$ cat src/rtl/uart_pkg.sv
// Shared UART definitions: receive FSM encoding, data width and a
// constant-evaluable ceiling log2 used to size counters and pointers.
package uart_pkg;

  localparam int unsigned DATA_BITS = 8;

  typedef enum logic [2:0] {
    StIdle     = 3'd0,
    StStart    = 3'd1,
    StData     = 3'd2,
    StStop     = 3'd3,
    StWaitHigh = 3'd4
  } rx_state_e;

  function automatic int unsigned clog2(input int unsigned value);
    int unsigned res;
    int unsigned v;
    res = 0;
    if (value > 1) begin
      for (v = value - 1; v > 0; v = v >> 1) begin
        res = res + 1;
      end
    end
    return res;
  endfunction

endpackage

$ cat src/rtl/sync_fifo.sv
// Single-clock FIFO with an extra pointer bit to tell full from empty.
// A push while full is taken only when a pop happens in the same cycle.
module sync_fifo
  import uart_pkg::*;
#(
  parameter int unsigned Width = 8,
  parameter int unsigned Depth = 4
) (
  input  logic             clk_i,
  input  logic             rst_ni,
  input  logic             push_i,
  input  logic [Width-1:0] data_i,
  input  logic             pop_i,
  output logic [Width-1:0] data_o,
  output logic             full_o,
  output logic             empty_o
);

  localparam int unsigned AddrW = clog2(Depth);

  logic [AddrW:0]   wr_ptr_q, wr_ptr_d;
  logic [AddrW:0]   rd_ptr_q, rd_ptr_d;
  logic [Width-1:0] mem_q [Depth];
  logic [Width-1:0] mem_d [Depth];
  logic             push_ok, pop_ok;

  assign empty_o = (wr_ptr_q == rd_ptr_q);
  assign full_o  = (wr_ptr_q[AddrW] != rd_ptr_q[AddrW]) &&
                   (wr_ptr_q[AddrW-1:0] == rd_ptr_q[AddrW-1:0]);
  assign data_o  = mem_q[rd_ptr_q[AddrW-1:0]];

  // Pop on empty is dropped, so push+pop on empty just pushes.
  assign pop_ok  = pop_i && !empty_o;
  assign push_ok = push_i && (!full_o || pop_ok);

  always_comb begin
    mem_d    = mem_q;
    wr_ptr_d = wr_ptr_q;
    rd_ptr_d = rd_ptr_q;
    if (push_ok) begin
      mem_d[wr_ptr_q[AddrW-1:0]] = data_i;
      wr_ptr_d = wr_ptr_q + 1'b1;
    end
    if (pop_ok) begin
      rd_ptr_d = rd_ptr_q + 1'b1;
    end
  end

  always_ff @(posedge clk_i or negedge rst_ni) begin
    if (!rst_ni) begin
      wr_ptr_q <= '0;
      rd_ptr_q <= '0;
      for (int i = 0; i < int'(Depth); i++) begin
        mem_q[i] <= '0;
      end
    end else begin
      wr_ptr_q <= wr_ptr_d;
      rd_ptr_q <= rd_ptr_d;
      mem_q    <= mem_d;
    end
  end

endmodule

$ cat src/rtl/uart_rx.sv
// UART receiver: 8N1 deserialiser sampling mid-bit, feeding a small FIFO
// with valid/ready output, plus framing-error and overrun pulses.
module uart_rx
  import uart_pkg::*;
#(
  parameter int unsigned CLK_FREQ_HZ = 100000000,
  parameter int unsigned BAUD        = 115200,
  parameter int unsigned FIFO_DEPTH  = 4
) (
  input  logic                 clk_i,
  input  logic                 rst_i,
  input  logic                 rx_i,
  output logic [DATA_BITS-1:0] data_o,
  output logic                 valid_o,
  input  logic                 ready_i,
  output logic                 frame_err_o,
  output logic                 overrun_o,
  output logic                 busy_o
);

  localparam int unsigned CPB  = CLK_FREQ_HZ / BAUD;
  localparam int unsigned HALF = CPB / 2;
  localparam int unsigned CntW = clog2(CPB);
  localparam int unsigned BitW = clog2(DATA_BITS);

  localparam logic [CntW-1:0] HalfM1 = CntW'(HALF - 1);
  localparam logic [CntW-1:0] CpbM1  = CntW'(CPB - 1);
  localparam logic [BitW-1:0] LastBit = BitW'(DATA_BITS - 1);

  rx_state_e            state_q, state_d;
  logic                 sync1_q, rx_s_q;
  logic [CntW-1:0]      cnt_q, cnt_d;
  logic [BitW-1:0]      bit_cnt_q, bit_cnt_d;
  logic [DATA_BITS-1:0] shift_q, shift_d;
  logic                 frame_err_q, frame_err_d;
  logic                 overrun_q, overrun_d;
  logic                 push, pop, full, empty;

  assign pop         = !empty && ready_i;
  assign valid_o     = !empty;
  assign busy_o      = (state_q != StIdle);
  assign frame_err_o = frame_err_q;
  assign overrun_o   = overrun_q;

  always_comb begin
    state_d     = state_q;
    cnt_d       = cnt_q;
    bit_cnt_d   = bit_cnt_q;
    shift_d     = shift_q;
    push        = 1'b0;
    frame_err_d = 1'b0;
    overrun_d   = 1'b0;
    unique case (state_q)
      StIdle: begin
        if (!rx_s_q) begin
          state_d = StStart;
          cnt_d   = '0;
        end
      end
      StStart: begin
        if (cnt_q == HalfM1) begin
          cnt_d     = '0;
          bit_cnt_d = '0;
          state_d   = rx_s_q ? StIdle : StData;
        end else begin
          cnt_d = cnt_q + 1'b1;
        end
      end
      StData: begin
        if (cnt_q == CpbM1) begin
          cnt_d   = '0;
          shift_d = {rx_s_q, shift_q[DATA_BITS-1:1]};
          if (bit_cnt_q == LastBit) begin
            state_d = StStop;
          end else begin
            bit_cnt_d = bit_cnt_q + 1'b1;
          end
        end else begin
          cnt_d = cnt_q + 1'b1;
        end
      end
      StStop: begin
        if (cnt_q == CpbM1) begin
          cnt_d = '0;
          if (rx_s_q) begin
            push      = 1'b1;
            overrun_d = full && !pop;
            state_d   = StIdle;
          end else begin
            frame_err_d = 1'b1;
            state_d     = StWaitHigh;
          end
        end else begin
          cnt_d = cnt_q + 1'b1;
        end
      end
      StWaitHigh: begin
        // A held-low line (break) must return high before a new frame.
        if (rx_s_q) begin
          state_d = StIdle;
        end
      end
      default: state_d = StIdle;
    endcase
  end

  always_ff @(posedge clk_i or negedge rst_i) begin
    if (!rst_i) begin
      sync1_q     <= 1'b1;
      rx_s_q      <= 1'b1;
      state_q     <= StIdle;
      cnt_q       <= '0;
      bit_cnt_q   <= '0;
      shift_q     <= '0;
      frame_err_q <= 1'b0;
      overrun_q   <= 1'b0;
    end else begin
      sync1_q     <= rx_i;
      rx_s_q      <= sync1_q;
      state_q     <= state_d;
      cnt_q       <= cnt_d;
      bit_cnt_q   <= bit_cnt_d;
      shift_q     <= shift_d;
      frame_err_q <= frame_err_d;
      overrun_q   <= overrun_d;
    end
  end

  sync_fifo #(
    .Width (DATA_BITS),
    .Depth (FIFO_DEPTH)
  ) u_fifo (
    .clk_i   (clk_i),
    .rst_ni  (rst_i),
    .push_i  (push),
    .data_i  (shift_q),
    .pop_i   (pop),
    .data_o  (data_o),
    .full_o  (full),
    .empty_o (empty)
  );

endmodule

$ cat config.mk
export PLATFORM = sky130hd
export DESIGN_NAME = uart_rx
export DESIGN_NICKNAME = d
export VERILOG_FILES = /design/src/rtl/uart_pkg.sv /design/src/rtl/sync_fifo.sv /design/src/rtl/uart_rx.sv
export SDC_FILE = /design/constraint.sdc
export NUM_CORES = 1
export LEC_CHECK = 0
export CAP_MARGIN = 20
export CORE_MARGIN = 2
export CORE_UTILIZATION = 41
export DETAILED_ROUTE_END_ITERATION = 16
export PLACE_DENSITY = 0.57
export SYNTH_ARGS = -nofsm -noshare
export SYNTH_HDL_FRONTEND = slang
export SYNTH_SLANG_ARGS = --single-unit
$ cat constraint.sdc
create_clock -name clk_i -period 3 [get_ports clk_i]
set_clock_uncertainty 0.05 [all_clocks]
set_input_delay 0.45 -clock clk_i [delete_from_list [all_inputs] [get_ports clk_i]]
set_output_delay 0.45 -clock clk_i [all_outputs]
set_load 0.05 [all_outputs]
---- Word-level counts from Yosys, hierarchy flattened ----
Index checks and enable logic that the tools add are counted.
word-level totals
  flip-flop bits (word level) ............. 66
  output and inout port bits .............. 12
  input port bits ......................... 4
  logic and storage cells ................. 91
cells by class
  add/sub/neg operators ................... 4
  equal/unequal tests ..................... 17
  reductions and logical operators ........ 19
  bitwise operators ....................... 2
  muxes and demuxes ....................... 32
  order comparisons ....................... 3
operator list
  cell                                                               count
  32-bit bitwise mux                                                 1
  10-bit two-way mux                                                 3
  3-bit two-way mux                                                  10
  10-bit case mux with 3 select lines                                1
  8-bit two-way mux                                                  3
  8-bit binary-select mux with 2-bit select                          1
  8-bit demux with 2-bit select                                      1
  3-bit case mux with 5 select lines                                 1
  2-bit != test (second input constant)                              7
  10-bit by 1-bit adder with 10-bit output (second input constant)   1
  10-bit == test (second input constant)                             1
  10-bit by 9-bit == test with 1-bit output (second input constant)  1
  3-bit by 1-bit adder with 3-bit output (second input constant)     3
  1-bit two-way mux                                                  9
  3-bit by 2-bit == test with 1-bit output (second input constant)   2
  3-bit == test (second input constant)                              2
  3-bit >= comparator (second input constant)                        2
  1-bit logical AND                                                  6
  2-bit inverter with 3-bit output                                   2
  3-bit case mux with 2 select lines                                 1
  6-bit AND reduction                                                1
  3-bit nonzero test                                                 2
  2-bit AND reduction                                                2
  4-bit AND reduction                                                1
  11 further kinds                                                   13

---- Longest topological paths before layout ----
Gate-level depths: netlist of run 1.
  word-level depth ........................ 8
  depth in mapped cells ................... 7
  mapped depth without buffers ............ 6

---- Hierarchy ----
Synthesis of run 1 repeated with hierarchy kept, for this count alone.
second synthesis, totals
  cell total of the unflattened synthesis .. 287
  area, all modules ....................... 3365.7 um^2
modules (own cells, without submodules)
  module     times used  area each (um^2)  sequential area each (um^2)  cells each
  sync_fifo  1           1929.4            950.9                        153
  uart_rx    1           1436.4            703.2                        134

---- Worst setup path before layout of run 1 ----
OpenSTA, ideal clock, no wires.
  path kind ............................... reg-to-reg
  start point ............................. register cnt_q[3]
  end point ............................... register u_fifo.wr_ptr_q[1]
  slack ................................... 0.838 ns
  path buffers ............................ 1
  setup time .............................. 0.125 ns
  stages on the path, launching flop included .. 6
  arrival time ............................ 1.987 ns
  period minus slack after synthesis ...... 2.162 ns
  required time ........................... 2.825 ns
  cells stage by stage .................... dfrtp_1 buf_6 or3b_4 nor3_4 and3_2 mux2_2
on the way
  cells in the longest elaborated chain, start to end .. 4
ends and longest elaborated chain
  element                 line             source
  from (decl)             uart_rx.sv:32    logic [CntW-1:0] cnt_q, cnt_d;
  from (signal assigned)  uart_rx.sv:121   cnt_q <= cnt_d;
  10-bit == test          uart_rx.sv:83    if (cnt_q == CpbM1) begin
  1-bit two-way mux       uart_rx.sv:83
  1-bit two-way mux       uart_rx.sv:53    unique case (state_q)
  1-bit logical AND       sync_fifo.sv:34  assign push_ok = push_i && (!full_o || pop_ok);
  to (signal assigned)    sync_fifo.sv:57  wr_ptr_q <= wr_ptr_d;
  to (decl)               sync_fifo.sv:21  logic [AddrW:0] wr_ptr_q, wr_ptr_d;
Every way passes these cells.
A chain may end at the register's enable or synchronous reset.

---- Worst setup path after layout of run 1 ----
  start point ............................. register u_fifo.rd_ptr_q[0]
  end point ............................... output data_o[4]
on the way
  cells in the longest elaborated chain, start to end .. 4
ends and longest elaborated chain
  element                                                 line             source
  from (decl)                                             sync_fifo.sv:22  logic [AddrW:0] rd_ptr_q, rd_ptr_d;
  from (signal assigned)                                  sync_fifo.sv:58  rd_ptr_q <= rd_ptr_d;
  2-bit inverter with 3-bit output (implied by the code)  sync_fifo.sv:30  assign data_o = mem_q[rd_ptr_q[AddrW-1:0]];
  8-bit binary-select mux with 2-bit select               sync_fifo.sv:30
  8-bit two-way mux (implied by the code) (2 in a row)    sync_fifo.sv:30
  to (decl)                                               uart_rx.sv:13    output logic [DATA_BITS-1:0] data_o,
Every way passes these cells. The select of a mux whose other input is x is not followed.

==> results of run 1 <==
## path summary, 6_finish.rpt
kind | start | endpoint
worst max-delay path | u_fifo.rd_ptr_q[0] | data_o[4]
worst min-delay path | rst_i | cnt_q[5]
worst max register to register | cnt_q[3] | u_fifo.mem_q[4]
worst min register to register | sync1_q | rx_s_q
max in group asynchronous | rst_i | shift_q[6]
min in group clk_i | sync1_q | rx_s_q
## cells in the mapped netlist, drive strengths merged, types with 2 or more instances
cell type | number | area share
a21oi | 4 | 0.0062
xnor2 | 6 | 0.016
or3b | 3 | 0.0089
and3 | 2 | 0.0042
clkbuf | 4 | 0.0046
mux4 | 8 | 0.055
nor4 | 4 | 0.012
nand2 | 21 | 0.024
nor2b | 4 | 0.0077
mux2 | 43 | 0.15
a311oi | 2 | 0.0054
ha | 9 | 0.035
nand4 | 5 | 0.028
dfstp | 2 | 0.016
o211ai | 6 | 0.014
nor3b | 2 | 0.0046
or2 | 2 | 0.0038
a22o | 2 | 0.0054
nor2 | 8 | 0.0092
dfrtp | 64 | 0.49
nand3 | 4 | 0.0062
buf | 5 | 0.0092
nor3 | 3 | 0.0081
inv | 8 | 0.0092
o21ai | 10 | 0.015
## cells by family (layout without fill, tap and decap cells)
kind of cell / Yosys count / count (layout) / synth area share
AO/OA/AOI/OAI: 34 / 34 / 0.0709
XOR/XNOR: 7 / 7 / 0.0189
adder cells (fa/ha/maj): 9 / 9 / 0.0347
flip-flops: 66 / 66 / 0.509
buffers and inverters: 17 / 46 / 0.0231
multiplexers: 52 / 52 / 0.208
AND/OR/NAND/NOR: 65 / 65 / 0.136
## worst max-delay path: cells and delay by family, from the launching register on
kind,cells,cell delay [ns]
buf+inv,1,0.72
mux,1,0.57
flops,1,0.69
## metrics by stage
| stage | total power [uW] | instance area, um2 | util | cells |
|---|---|---|---|---|
| after floorplan | 1130 | 3250 | - | 250 |
| after global placement | 1230 | 3540 | 0.461 | 365 |
| after detailed placement | 1230 | 3540 | 0.461 | 365 |
| after CTS | 2070 | 3770 | 0.490 | 381 |
| after global routing | 2130 | 3770 | 0.490 | 381 |
| final | 2040 | 3770 | 0.490 | 381 |
## sequential cells by signal, summed over array words and instances, names as in the netlist
signal           flops
u_fifo.rd_ptr_q      3
bit_cnt_q            3
sync1_q              1
u_fifo.mem_q        32
u_fifo.wr_ptr_q      3
frame_err_o          1
overrun_o            1
cnt_q               10
rx_s_q               1
state_q              3
shift_q              8
## per-layer routing
metal | global-route usage | wire length [um] | part of all wire | vias to the layer above
met4 | 0.0588 | 81 | 0.014 | 0
li1 | - | - | - | 975
met3 | 0.0435 | 181 | 0.031 | 10
met1 | 0.207 | 2790 | 0.48 | 1011
met5 | 0 | 0 | 0 | -
met2 | 0.243 | 2790 | 0.48 | 35
## cells in the final DEF, fill, tap and decap left out, types with 2 or more instances in the layout
cell / netlist / layout
sky130_fd_sc_hd__dfstp_2: 2 / 2
sky130_fd_sc_hd__or2_2: 2 / 2
sky130_fd_sc_hd__clkinvlp_4: 0 / 2
sky130_fd_sc_hd__o21ai_0: 10 / 10
sky130_fd_sc_hd__inv_1: 8 / 8
sky130_fd_sc_hd__nor3b_1: 2 / 2
sky130_fd_sc_hd__nand4_4: 4 / 4
sky130_fd_sc_hd__nor4_1: 3 / 3
sky130_fd_sc_hd__nand3_1: 4 / 4
sky130_fd_sc_hd__clkinv_4: 0 / 2
sky130_fd_sc_hd__nor2b_1: 4 / 4
sky130_fd_sc_hd__dfrtp_1: 64 / 64
sky130_fd_sc_hd__mux4_2: 8 / 8
sky130_fd_sc_hd__o211ai_1: 6 / 6
sky130_fd_sc_hd__a311oi_1: 2 / 2
sky130_fd_sc_hd__bufinv_16: 0 / 2
sky130_fd_sc_hd__clkdlybuf4s50_1: 0 / 14
sky130_fd_sc_hd__or3b_2: 2 / 2
sky130_fd_sc_hd__mux2_2: 43 / 43
sky130_fd_sc_hd__clkbuf_8: 0 / 9
sky130_fd_sc_hd__a22o_1: 2 / 2
sky130_fd_sc_hd__a21oi_1: 4 / 4
sky130_fd_sc_hd__ha_1: 9 / 9
sky130_fd_sc_hd__nor2_1: 8 / 8
sky130_fd_sc_hd__buf_4: 0 / 6
sky130_fd_sc_hd__xnor2_1: 6 / 6
sky130_fd_sc_hd__nor3_1: 2 / 2
sky130_fd_sc_hd__nand2_1: 21 / 21
## layout make-up
| class | instances | share of cell area |
|---|---|---|
| flip-flops and latches | 66 | 0.439 |
| well taps | 102 | 0.0339 |
| clock buffers | 9 | 0.0329 |
| inverters | 8 | 0.00797 |
| multi-input cells | 167 | 0.404 |
| repair buffers | 22 | 0.0558 |
| clock inverters | 7 | 0.0269 |
## power by group through the flow
| stage | Sequential [uW] | Combinational (uW) | Clock, uW |
|---|---|---|---|
| 6_report | 973 | 238 | 825 |
| 5_1_grt | 981 | 254 | 896 |
| 4_1_cts | 977 | 244 | 854 |
| 3_5_place_dp | 995 | 240 | 0 |
| 3_3_place_gp | 991 | 240 | 0 |
| 2_1_floorplan | 942 | 191 | 0 |
==> flow_results.xml, run 1 <==
<?xml version="1.0" encoding="UTF-8"?>
<metrics>
  <group name="drt">
    <metric name="wl_per_cell" unit="um">15.3</metric>
    <metric name="detail_route.wirelength" unit="um">5850</metric>
    <metric name="via_count" unit="">2031</metric>
    <metric name="dr_drc_count" unit="">0</metric>
    <metric name="final_antenna_net_count" unit="">0</metric>
    <metric name="avgViaCountPerCell" unit="">5.33</metric>
    <metric name="drtPass1Iterations" unit="">4</metric>
    <metric name="initialDrtViolationCount" unit="">75</metric>
  </group>
  <group name="critical_path">
    <metric name="timing.reg2reg.setup_slack" unit="ns">0.69</metric>
    <metric name="ff2ff_path_depth" unit="">4</metric>
    <metric name="crit_path_top_delay_cell" unit="">sky130_fd_sc_hd__clkdlybuf4s50_1</metric>
    <metric name="maximum_single_stage_delay_on_the_critical_path" unit="ns">0.72</metric>
    <metric name="cp_data_required_time" unit="ns">2.50</metric>
    <metric name="timing.critical_path.fanout_max" unit="">9</metric>
    <metric name="cp_cell_sequence" unit="">mux4_2 -&gt; clkdlybuf4s50_1</metric>
    <metric name="worst-setup-path-type" unit="">reg -&gt; out</metric>
    <metric name="critPathCaptureType" unit="">primary output</metric>
    <metric name="crit_arrival" unit="ns">2.32</metric>
    <metric name="worst_setup_path_start_kind" unit="">register</metric>
  </group>
  <group name="clock_tree">
    <metric name="clock_path_buffers" unit="">2</metric>
    <metric name="cts.repair_timing.setup_buffer_count" unit="">0</metric>
    <metric name="cts.repair.resized" unit="">0</metric>
    <metric name="worstSkewPairLatency" unit="ns">0.34</metric>
    <metric name="clk_root_buffer_cell" unit="">sky130_fd_sc_hd__clkbuf_8</metric>
    <metric name="reg_clk_slew_reported_paths" unit="ns">0.08</metric>
    <metric name="postCtsHoldBufs" unit="">0</metric>
    <metric name="h_tree_levels" unit="">3</metric>
    <metric name="cts_tree" unit="">yes</metric>
    <metric name="tritoncts_num_sinks" unit="">66</metric>
    <metric name="cts_made_buffers" unit="">9</metric>
  </group>
  <group name="sta">
    <metric name="rsz0062_at_grt" unit="">false</metric>
    <metric name="achievable-frequency" unit="GHz">0.355</metric>
    <metric name="timing.max_slew.rel_slack" unit="">0.508</metric>
    <metric name="report.final.setup_viol" unit="">0</metric>
    <metric name="final_max_slew_viol_count" unit="">0</metric>
    <metric name="finalHoldWorstSlack" unit="ns">0.124</metric>
    <metric name="layout_setup_ws" unit="ns">0.182</metric>
    <metric name="final_hold_viol_count" unit="">0</metric>
    <metric name="finalWorstPathRequiredPeriod" unit="ns">2.82</metric>
    <metric name="tightestPinTransition" unit="ns">0.738</metric>
    <metric name="final_setup_tns" unit="ns">0</metric>
    <metric name="period_share" unit="">0.939</metric>
  </group>
  <group name="grt">
    <metric name="initial_antenna_violation_count" unit="">0</metric>
    <metric name="largest_net_degree_at_the_start_of_global_routing" unit="">36</metric>
    <metric name="via_count_of_the_first_global_routing_pass" unit="">2069</metric>
    <metric name="grt_util_all_layers" unit="">0.156</metric>
    <metric name="grt_first_pass_wirelength" unit="um">10200</metric>
    <metric name="grt_overflow" unit="">0</metric>
  </group>
  <group name="floorplanning">
    <metric name="core" unit="um2">7690</metric>
    <metric name="die_x" unit="um">93.0</metric>
    <metric name="ioPinCount" unit="">16</metric>
    <metric name="dieHeight" unit="um">93.0</metric>
    <metric name="rows" unit="">32</metric>
    <metric name="floorplan.initialDensity" unit="">0.423</metric>
    <metric name="design.die.area" unit="um2">8650</metric>
  </group>
  <group name="power">
    <metric name="power.share.combinational" unit="">0.117</metric>
    <metric name="total_switching_power" unit="uW">525</metric>
    <metric name="power_frac_seq" unit="">0.478</metric>
    <metric name="power.share.switching" unit="">0.258</metric>
    <metric name="static-leakage-power" unit="uW">0.00168</metric>
    <metric name="vdd_ir_drop_max" unit="V">0.000272</metric>
    <metric name="power_report.internal_total" unit="uW">1510</metric>
    <metric name="clock_power_share" unit="">0.405</metric>
    <metric name="power-per-cell-area" unit="nW/um2">541</metric>
  </group>
  <group name="cells_and_area">
    <metric name="filler_cell_count" unit="">691</metric>
    <metric name="layout-drive-gt1-share" unit="">0.323</metric>
    <metric name="multi_input_comb_area" unit="um2">1520</metric>
    <metric name="finalNetCount" unit="">287</metric>
    <metric name="synth_to_layout_area_growth" unit="%">15.9</metric>
    <metric name="sequential_cell_area" unit="um2">1650</metric>
    <metric name="antenna_cells" unit="">0</metric>
  </group>
  <group name="placement">
    <metric name="place.port_buffers" unit="">15</metric>
    <metric name="globalplace.congestion" unit="">0.768</metric>
    <metric name="detailed_place_hpwl" unit="um">4040</metric>
    <metric name="preCtsSetupSlack" unit="ns">0.491</metric>
  </group>
  <group name="synth">
    <metric name="synth_enable_flop_cells" unit="">0</metric>
    <metric name="share_of_async_settable_or_async_resettable_flops_after_synthesis" unit="">1.00</metric>
    <metric name="synth-warning-count" unit="">0</metric>
    <metric name="syn-mean-instance-area" unit="um2">13.0</metric>
    <metric name="netlist_area" unit="um2">3250</metric>
    <metric name="synth.net_count" unit="">263</metric>
    <metric name="post_synth_num_cell_types" unit="">51</metric>
    <metric name="synth-seq-cells" unit="">66</metric>
    <metric name="synth_seq_area_share" unit="">0.509</metric>
    <metric name="ys.flop_type" unit="">sky130_fd_sc_hd__dfrtp_1</metric>
    <metric name="post_synth_inst_count" unit="">250</metric>
  </group>
  <group name="min_path">
    <metric name="hp-class" unit="">in -&gt; async</metric>
  </group>
  <group name="run">
    <metric name="drv_cap" unit="">0</metric>
  </group>
  <group name="run_status">
    <metric name="status" unit="">finished, final reports clean</metric>
  </group>
</metrics>
(Power assumes the default switching activity.)
==> inputs of run 2 (changes only) <==
--- a/config.mk
+++ b/config.mk
@@ -8,6 +8,7 @@
 export CAP_MARGIN = 20
 export CORE_MARGIN = 2
 export CORE_UTILIZATION = 41
+export CTS_CLUSTER_DIAMETER = 80
 export DETAILED_ROUTE_END_ITERATION = 16
 export PLACE_DENSITY = 0.57
 export SYNTH_ARGS = -nofsm -noshare
==> constraint.sdc (replaced) <==
create_clock -name clk_i -period 2.8 [get_ports clk_i]
set_clock_uncertainty 0.05 [all_clocks]
set_input_delay 0.42 -clock clk_i [delete_from_list [all_inputs] [get_ports clk_i]]
set_output_delay 0.42 -clock clk_i [all_outputs]
set_load 0.05 [all_outputs]
==> run 2 against run 1 <==
Critical path depth is the same; critical path type unchanged; first-iteration DRC count fell by 17%; flip-flop and latch count stayed put; via count grew 0.15%; clock power grew 7.8%; global-route usage grew 0.47 points; routed wire length grew 4.0%; register-to-register slack worse by 0.17 ns; non-clock buffer count fell by 1; highest routed layer unchanged; count of clock-buffer cells in the layout is 1 higher.
==> flow_results.xml, run 2 (synthesis gave the netlist of run 1 again) <==
<?xml version="1.0" encoding="UTF-8"?>
<metrics>
  <group name="drt">
    <metric name="via_count" unit="">2034</metric>
    <metric name="dr_drc_count" unit="">0</metric>
    <metric name="detail_route.wirelength" unit="um">6080</metric>
    <metric name="drtPass1Iterations" unit="">4</metric>
    <metric name="wl_per_cell" unit="um">16.0</metric>
    <metric name="initialDrtViolationCount" unit="">62</metric>
    <metric name="avgViaCountPerCell" unit="">5.35</metric>
    <metric name="final_antenna_net_count" unit="">0</metric>
  </group>
  <group name="grt">
    <metric name="largest_net_degree_at_the_start_of_global_routing" unit="">67</metric>
    <metric name="grt_util_all_layers" unit="">0.160</metric>
    <metric name="initial_antenna_violation_count" unit="">0</metric>
    <metric name="grt_util_met2" unit="">0.245</metric>
    <metric name="busiest_layer" unit="">met2</metric>
    <metric name="globalRouteMet1Util" unit="">0.218</metric>
    <metric name="grt_overflow" unit="">0</metric>
    <metric name="gr_layer_usage_met3" unit="">0.0346</metric>
    <metric name="via_count_of_the_first_global_routing_pass" unit="">2091</metric>
    <metric name="grt_first_pass_wirelength" unit="um">10500</metric>
  </group>
  <group name="sta">
    <metric name="finalWorstPathRequiredPeriod" unit="ns">2.63</metric>
    <metric name="final_hold_viol_count" unit="">0</metric>
    <metric name="layout_setup_ws" unit="ns">0.172</metric>
    <metric name="timing.max_slew.rel_slack" unit="">0.499</metric>
    <metric name="period_share" unit="">0.938</metric>
    <metric name="final_max_slew_viol_count" unit="">0</metric>
    <metric name="rsz0062_at_grt" unit="">false</metric>
    <metric name="final_setup_tns" unit="ns">0</metric>
    <metric name="tightestPinTransition" unit="ns">0.745</metric>
    <metric name="achievable-frequency" unit="GHz">0.381</metric>
    <metric name="report.final.setup_viol" unit="">0</metric>
  </group>
  <group name="min_path">
    <metric name="hp-class" unit="">in -&gt; async</metric>
  </group>
  <group name="critical_path">
    <metric name="crit_arrival" unit="ns">2.16</metric>
    <metric name="worst_setup_path_start_kind" unit="">register</metric>
    <metric name="critPathCaptureType" unit="">primary output</metric>
    <metric name="crit_path_top_delay_cell" unit="">sky130_fd_sc_hd__clkdlybuf4s50_1</metric>
    <metric name="r2r_start" unit="">cnt_q[0]</metric>
    <metric name="cp_data_required_time" unit="ns">2.33</metric>
    <metric name="worst-setup-path-type" unit="">reg -&gt; out</metric>
    <metric name="cp_cell_sequence" unit="">mux4_2 -&gt; clkdlybuf4s50_1</metric>
    <metric name="timing.critical_path.fanout_max" unit="">7</metric>
    <metric name="critical_path_origin" unit="">u_fifo.rd_ptr_q[1]</metric>
    <metric name="maximum_single_stage_delay_on_the_critical_path" unit="ns">0.72</metric>
  </group>
  <group name="placement">
    <metric name="dp_cells" unit="">364</metric>
    <metric name="preCtsSetupSlack" unit="ns">0.505</metric>
    <metric name="detailed_place.area" unit="um2">3530</metric>
    <metric name="place.port_buffers" unit="">15</metric>
    <metric name="detailed_place_hpwl" unit="um">3950</metric>
    <metric name="globalplace.congestion" unit="">0.759</metric>
  </group>
  <group name="cells_and_area">
    <metric name="finalNonFillerCells" unit="">380</metric>
    <metric name="design_area" unit="um2">3750</metric>
    <metric name="final_util" unit="">0.488</metric>
    <metric name="filler_cell_count" unit="">707</metric>
    <metric name="mostFrequentLayoutCell" unit="">sky130_fd_sc_hd__dfrtp_1</metric>
    <metric name="synth_to_layout_area_growth" unit="%">15.5</metric>
    <metric name="largest_register_ffs" unit="">32</metric>
    <metric name="multi_input_comb_area" unit="um2">1520</metric>
    <metric name="antenna_cells" unit="">0</metric>
    <metric name="reg_top3" unit="">u_fifo.mem_q: 32 flops, cnt_q: 10 flops, shift_q: 8 flops</metric>
    <metric name="sequential_cell_area" unit="um2">1650</metric>
    <metric name="finalNetCount" unit="">286</metric>
    <metric name="largest-register" unit="">u_fifo.mem_q</metric>
    <metric name="layout.cells.most_common_list" unit="">sky130_fd_sc_hd__dfrtp_1, sky130_fd_sc_hd__mux2_2, sky130_fd_sc_hd__nand2_1</metric>
    <metric name="layout-drive-gt1-share" unit="">0.317</metric>
  </group>
  <group name="clock_tree">
    <metric name="clock_path_buffers" unit="">2</metric>
    <metric name="postCtsHoldBufs" unit="">0</metric>
    <metric name="cts.repair.resized" unit="">0</metric>
    <metric name="worstSkewPairLatency" unit="ns">0.34</metric>
    <metric name="reg_clk_slew_reported_paths" unit="ns">0.08</metric>
    <metric name="cts_made_buffers" unit="">9</metric>
    <metric name="h_tree_levels" unit="">3</metric>
    <metric name="cts.repair_timing.setup_buffer_count" unit="">0</metric>
    <metric name="clk_root_buffer_cell" unit="">sky130_fd_sc_hd__clkbuf_8</metric>
    <metric name="tritoncts_num_sinks" unit="">66</metric>
    <metric name="cts_tree" unit="">yes</metric>
  </group>
  <group name="floorplanning">
    <metric name="design.die.area" unit="um2">8650</metric>
    <metric name="die_x" unit="um">93.0</metric>
    <metric name="core" unit="um2">7690</metric>
    <metric name="ioPinCount" unit="">16</metric>
    <metric name="rows" unit="">32</metric>
    <metric name="floorplan.initialDensity" unit="">0.423</metric>
    <metric name="dieHeight" unit="um">93.0</metric>
  </group>
  <group name="power">
    <metric name="power_report.internal_total" unit="uW">1610</metric>
    <metric name="clock_power_share" unit="">0.409</metric>
    <metric name="power_frac_seq" unit="">0.465</metric>
    <metric name="vdd_ir_drop_max" unit="V">0.000358</metric>
    <metric name="power.share.combinational" unit="">0.126</metric>
    <metric name="static-leakage-power" unit="uW">0.00168</metric>
    <metric name="power.share.switching" unit="">0.259</metric>
    <metric name="power-per-cell-area" unit="nW/um2">579</metric>
    <metric name="total_switching_power" unit="uW">562</metric>
  </group>
  <group name="run">
    <metric name="drv_cap" unit="">0</metric>
  </group>
  <group name="run_status">
    <metric name="status" unit="">finished, final reports clean</metric>
  </group>
</metrics>
[run 2: per-layer routing]
| metal | up-vias | share of wire |
|---|---|---|
| li1 | 973 | - |
| met1 | 1025 | 0.49 |
| met2 | 27 | 0.47 |
| met3 | 9 | 0.025 |
| met4 | 0 | 0.020 |
| met5 | - | 0 |
[run 2: area by class of cell]
cell class | instances | share of cell area
clock buffers | 10 | 0.0340
repair buffers | 21 | 0.0540
clock inverters | 6 | 0.0240
inverters | 8 | 0.00800
multi-input cells | 167 | 0.405
flip-flops and latches | 66 | 0.441
well taps | 102 | 0.0340
[run 2: power groups by stage]
stage / combinational (uW) / sequential, uW / clock (uW)
2_1_floorplan: 205 / 1010 / 0
3_3_place_gp: 279 / 1030 / 0
3_5_place_dp: 280 / 1030 / 0
4_1_cts: 281 / 1010 / 915
5_1_grt: 305 / 1010 / 955
6_report: 273 / 1010 / 889
[run 2: critical path, delay by kind of cell (launching register included)]
kind / cells / cell delay [ns]
buffers and inverters: 1 / 0.72
muxes: 1 / 0.57
DFF: 1 / 0.54
[run 2: final timing paths]
path,to,cells past startpoint,slack [ns]
setup / recovery,data_o[6],2,0.17
hold / removal,u_fifo.wr_ptr_q[1],2,0.04
setup reg to reg,u_fifo.mem_q[9],5,0.52
hold reg to reg,rx_s_q,0,0.31
max in group asynchronous,sync1_q,2,2.32
min in group clk_i,rx_s_q,0,0.31
[run 2: metrics by stage]
| stage | hold slack, ns | power (uW) |
|---|---|---|
| 4_1_cts | 0.0528 | 2210 |
| 3_5_place_dp | 0.300 | 1310 |
| 5_1_grt | 0.0689 | 2270 |
| 3_3_place_gp | 0.298 | 1310 |
| 6_report | 0.0359 | 2170 |
| 2_1_floorplan | 0.0744 | 1210 |
==> inputs of run 3 (changes only) <==
--- a/config.mk
+++ b/config.mk
@@ -6,9 +6,10 @@
 export NUM_CORES = 1
 export LEC_CHECK = 0
 export CAP_MARGIN = 20
-export CORE_MARGIN = 2
+export CORE_MARGIN = 4
 export CORE_UTILIZATION = 41
 export CTS_CLUSTER_DIAMETER = 80
+export CTS_CLUSTER_SIZE = 16
 export DETAILED_ROUTE_END_ITERATION = 16
 export PLACE_DENSITY = 0.57
 export SYNTH_ARGS = -nofsm -noshare
==> run 3 against run 2 <==
The flow now finishes with violations (negative hold slack); combinational power fell by 7.3%; non-clock buffer count is 2 higher; count of clock-buffer cells in the layout decreased by 1; sequential power hardly changed; maximum frequency rose by 0.30%; core utilization decreased by 0.41 points; largest cell class unchanged; largest power group unchanged.
==> flow_results.xml, run 3 (synthesis gave the netlist of run 1 again) <==
<?xml version="1.0" encoding="UTF-8"?>
<metrics>
  <group name="critical_path">
    <metric name="cp_data_required_time" unit="ns">2.33</metric>
    <metric name="worst_setup_path_start_kind" unit="">register</metric>
    <metric name="critPathCaptureType" unit="">primary output</metric>
    <metric name="crit_arrival" unit="ns">2.15</metric>
    <metric name="timing.critical_path.fanout_max" unit="">9</metric>
    <metric name="worst-setup-path-type" unit="">reg -&gt; out</metric>
  </group>
  <group name="sta">
    <metric name="finalHoldWorstSlack" unit="ns">-0.00989</metric>
    <metric name="final_max_slew_viol_count" unit="">0</metric>
    <metric name="tightestPinTransition" unit="ns">0.648</metric>
    <metric name="period_share" unit="">0.936</metric>
    <metric name="rsz0062_at_grt" unit="">false</metric>
    <metric name="layout_setup_ws" unit="ns">0.180</metric>
    <metric name="achievable-frequency" unit="GHz">0.382</metric>
    <metric name="report.final.setup_viol" unit="">0</metric>
    <metric name="timing.max_slew.rel_slack" unit="">0.565</metric>
    <metric name="finalWorstPathRequiredPeriod" unit="ns">2.62</metric>
    <metric name="final_hold_viol_count" unit="">8</metric>
    <metric name="final_setup_tns" unit="ns">0</metric>
  </group>
  <group name="floorplanning">
    <metric name="design.die.area" unit="um2">9410</metric>
    <metric name="rows" unit="">32</metric>
    <metric name="core" unit="um2">7730</metric>
    <metric name="floorplan.initialDensity" unit="">0.420</metric>
    <metric name="ioPinCount" unit="">16</metric>
    <metric name="die_x" unit="um">97.0</metric>
    <metric name="dieHeight" unit="um">97.0</metric>
  </group>
  <group name="clock_tree">
    <metric name="reg_clk_slew_reported_paths" unit="ns">0.08</metric>
    <metric name="tritoncts_num_sinks" unit="">66</metric>
    <metric name="cts_made_buffers" unit="">9</metric>
    <metric name="clk_root_buffer_cell" unit="">sky130_fd_sc_hd__clkbuf_8</metric>
    <metric name="h_tree_levels" unit="">3</metric>
    <metric name="clock_path_buffers" unit="">2</metric>
    <metric name="cts.repair_timing.setup_buffer_count" unit="">0</metric>
    <metric name="worstSkewPairLatency" unit="ns">0.34</metric>
    <metric name="cts_tree" unit="">yes</metric>
  </group>
  <group name="drt">
    <metric name="avgViaCountPerCell" unit="">5.33</metric>
    <metric name="dr_drc_count" unit="">0</metric>
    <metric name="wl_per_cell" unit="um">16.3</metric>
    <metric name="met3_wire_len" unit="um">179</metric>
    <metric name="detail_route.wirelength" unit="um">6210</metric>
    <metric name="initialDrtViolationCount" unit="">50</metric>
    <metric name="final_antenna_net_count" unit="">0</metric>
    <metric name="top_signal_layer_used" unit="">met4</metric>
    <metric name="routed-wl-met2" unit="um">2850</metric>
    <metric name="via_count" unit="">2036</metric>
    <metric name="wl_met1" unit="um">3080</metric>
    <metric name="drtPass1Iterations" unit="">4</metric>
  </group>
  <group name="power">
    <metric name="static-leakage-power" unit="uW">0.00167</metric>
    <metric name="vdd_ir_drop_max" unit="V">0.000288</metric>
    <metric name="power-per-cell-area" unit="nW/um2">562</metric>
  </group>
  <group name="grt">
    <metric name="via_count_of_the_first_global_routing_pass" unit="">2141</metric>
    <metric name="largest_net_degree_at_the_start_of_global_routing" unit="">26</metric>
    <metric name="initial_antenna_violation_count" unit="">0</metric>
    <metric name="grt_util_all_layers" unit="">0.144</metric>
    <metric name="grt_overflow" unit="">0</metric>
    <metric name="grt_first_pass_wirelength" unit="um">10800</metric>
  </group>
  <group name="cells_and_area">
    <metric name="antenna_cells" unit="">0</metric>
    <metric name="finalNetCount" unit="">288</metric>
    <metric name="mostFrequentLayoutCell" unit="">sky130_fd_sc_hd__dfrtp_1</metric>
    <metric name="largest-register" unit="">u_fifo.mem_q</metric>
    <metric name="layout-drive-gt1-share" unit="">0.329</metric>
    <metric name="synth_to_layout_area_growth" unit="%">15.1</metric>
    <metric name="layout.cells.most_common_list" unit="">sky130_fd_sc_hd__dfrtp_1, sky130_fd_sc_hd__mux2_2, sky130_fd_sc_hd__nand2_1</metric>
    <metric name="final_util" unit="">0.484</metric>
    <metric name="reg_top3" unit="">u_fifo.mem_q: 32 flops, cnt_q: 10 flops, shift_q: 8 flops</metric>
    <metric name="largest_register_ffs" unit="">32</metric>
    <metric name="filler_cell_count" unit="">689</metric>
  </group>
  <group name="placement">
    <metric name="preCtsSetupSlack" unit="ns">0.306</metric>
    <metric name="globalplace.congestion" unit="">0.764</metric>
    <metric name="detailed_place_hpwl" unit="um">4260</metric>
    <metric name="place.port_buffers" unit="">15</metric>
  </group>
  <group name="run">
    <metric name="drv_cap" unit="">0</metric>
  </group>
  <group name="run_status">
    <metric name="status" unit="">finished with violations</metric>
    <metric name="failing_checks" unit="">negative hold slack</metric>
  </group>
  <group name="min_path">
    <metric name="hp-class" unit="">in -&gt; async</metric>
  </group>
</metrics>
[run 3: worst paths after layout]
kind	slack, ns	depth (start not counted)	to	start
worst min register to register	0.31	0	rx_s_q	sync1_q
worst max register to register	0.46	4	u_fifo.mem_q[0]	cnt_q[3]
worst max-delay path	0.18	2	data_o[2]	u_fifo.rd_ptr_q[0]
max in group asynchronous	2.00	2	shift_q[5]	rst_i
worst min-delay path	-0.01	1	state_q[2]	rst_i
min in group clk_i	0.31	0	rx_s_q	sync1_q
[run 3: area by class of cell]
class / count / area [um2] / area share
Sequential cell: 66 / 1660 / 0.443
Clock inverter: 7 / 77.6 / 0.0207
Inverter: 8 / 30.0 / 0.00803
Clock buffer: 9 / 124 / 0.0331
Timing Repair Buffer: 23 / 205 / 0.0549
Multi-Input combinational cell: 167 / 1520 / 0.406
Tap cell: 102 / 128 / 0.0341
[run 3: repair_timing]
item / 4_1_cts / 5_1_grt
resized for setup: 1 / 0
hold buffers: 0 / 0
endpoints found under the hold margin: 0 / 0
endpoints found under the setup margin: 7 / 0
[run 3: worst max-delay path, cell delays in order, from the launching register on]
cell and delay [ns]:
sky130_fd_sc_hd__dfrtp_2 0.55, sky130_fd_sc_hd__mux4_2 0.55, sky130_fd_sc_hd__clkdlybuf4s50_1 0.71
[run 3: routing by layer]
metal | vias to the layer above | global-route usage
li1 | 979 | -
met4 | 0 | 0.0583
met2 | 23 | 0.215
met5 | - | 0
met3 | 10 | 0.0296
met1 | 1024 | 0.204
[run 3: power breakdown]
part           internal, uW  total [uW]  switching [uW]
Sequential              980        1040            59.8
Clock                   419         811             392
Combinational           133         253             120
[run 3: metrics by stage]
step / cell area [um2] / total power [uW] / hold slack, ns / cells
2_1_floorplan: 3250 / 1210 / 0.0744 / 250
3_3_place_gp: 3540 / 1320 / 0.296 / 366
3_5_place_dp: 3540 / 1320 / 0.298 / 366
4_1_cts: 3740 / 2140 / 0.000530 / 382
5_1_grt: 3740 / 2210 / 0.0155 / 382
6_report: 3740 / 2100 / -0.00989 / 382
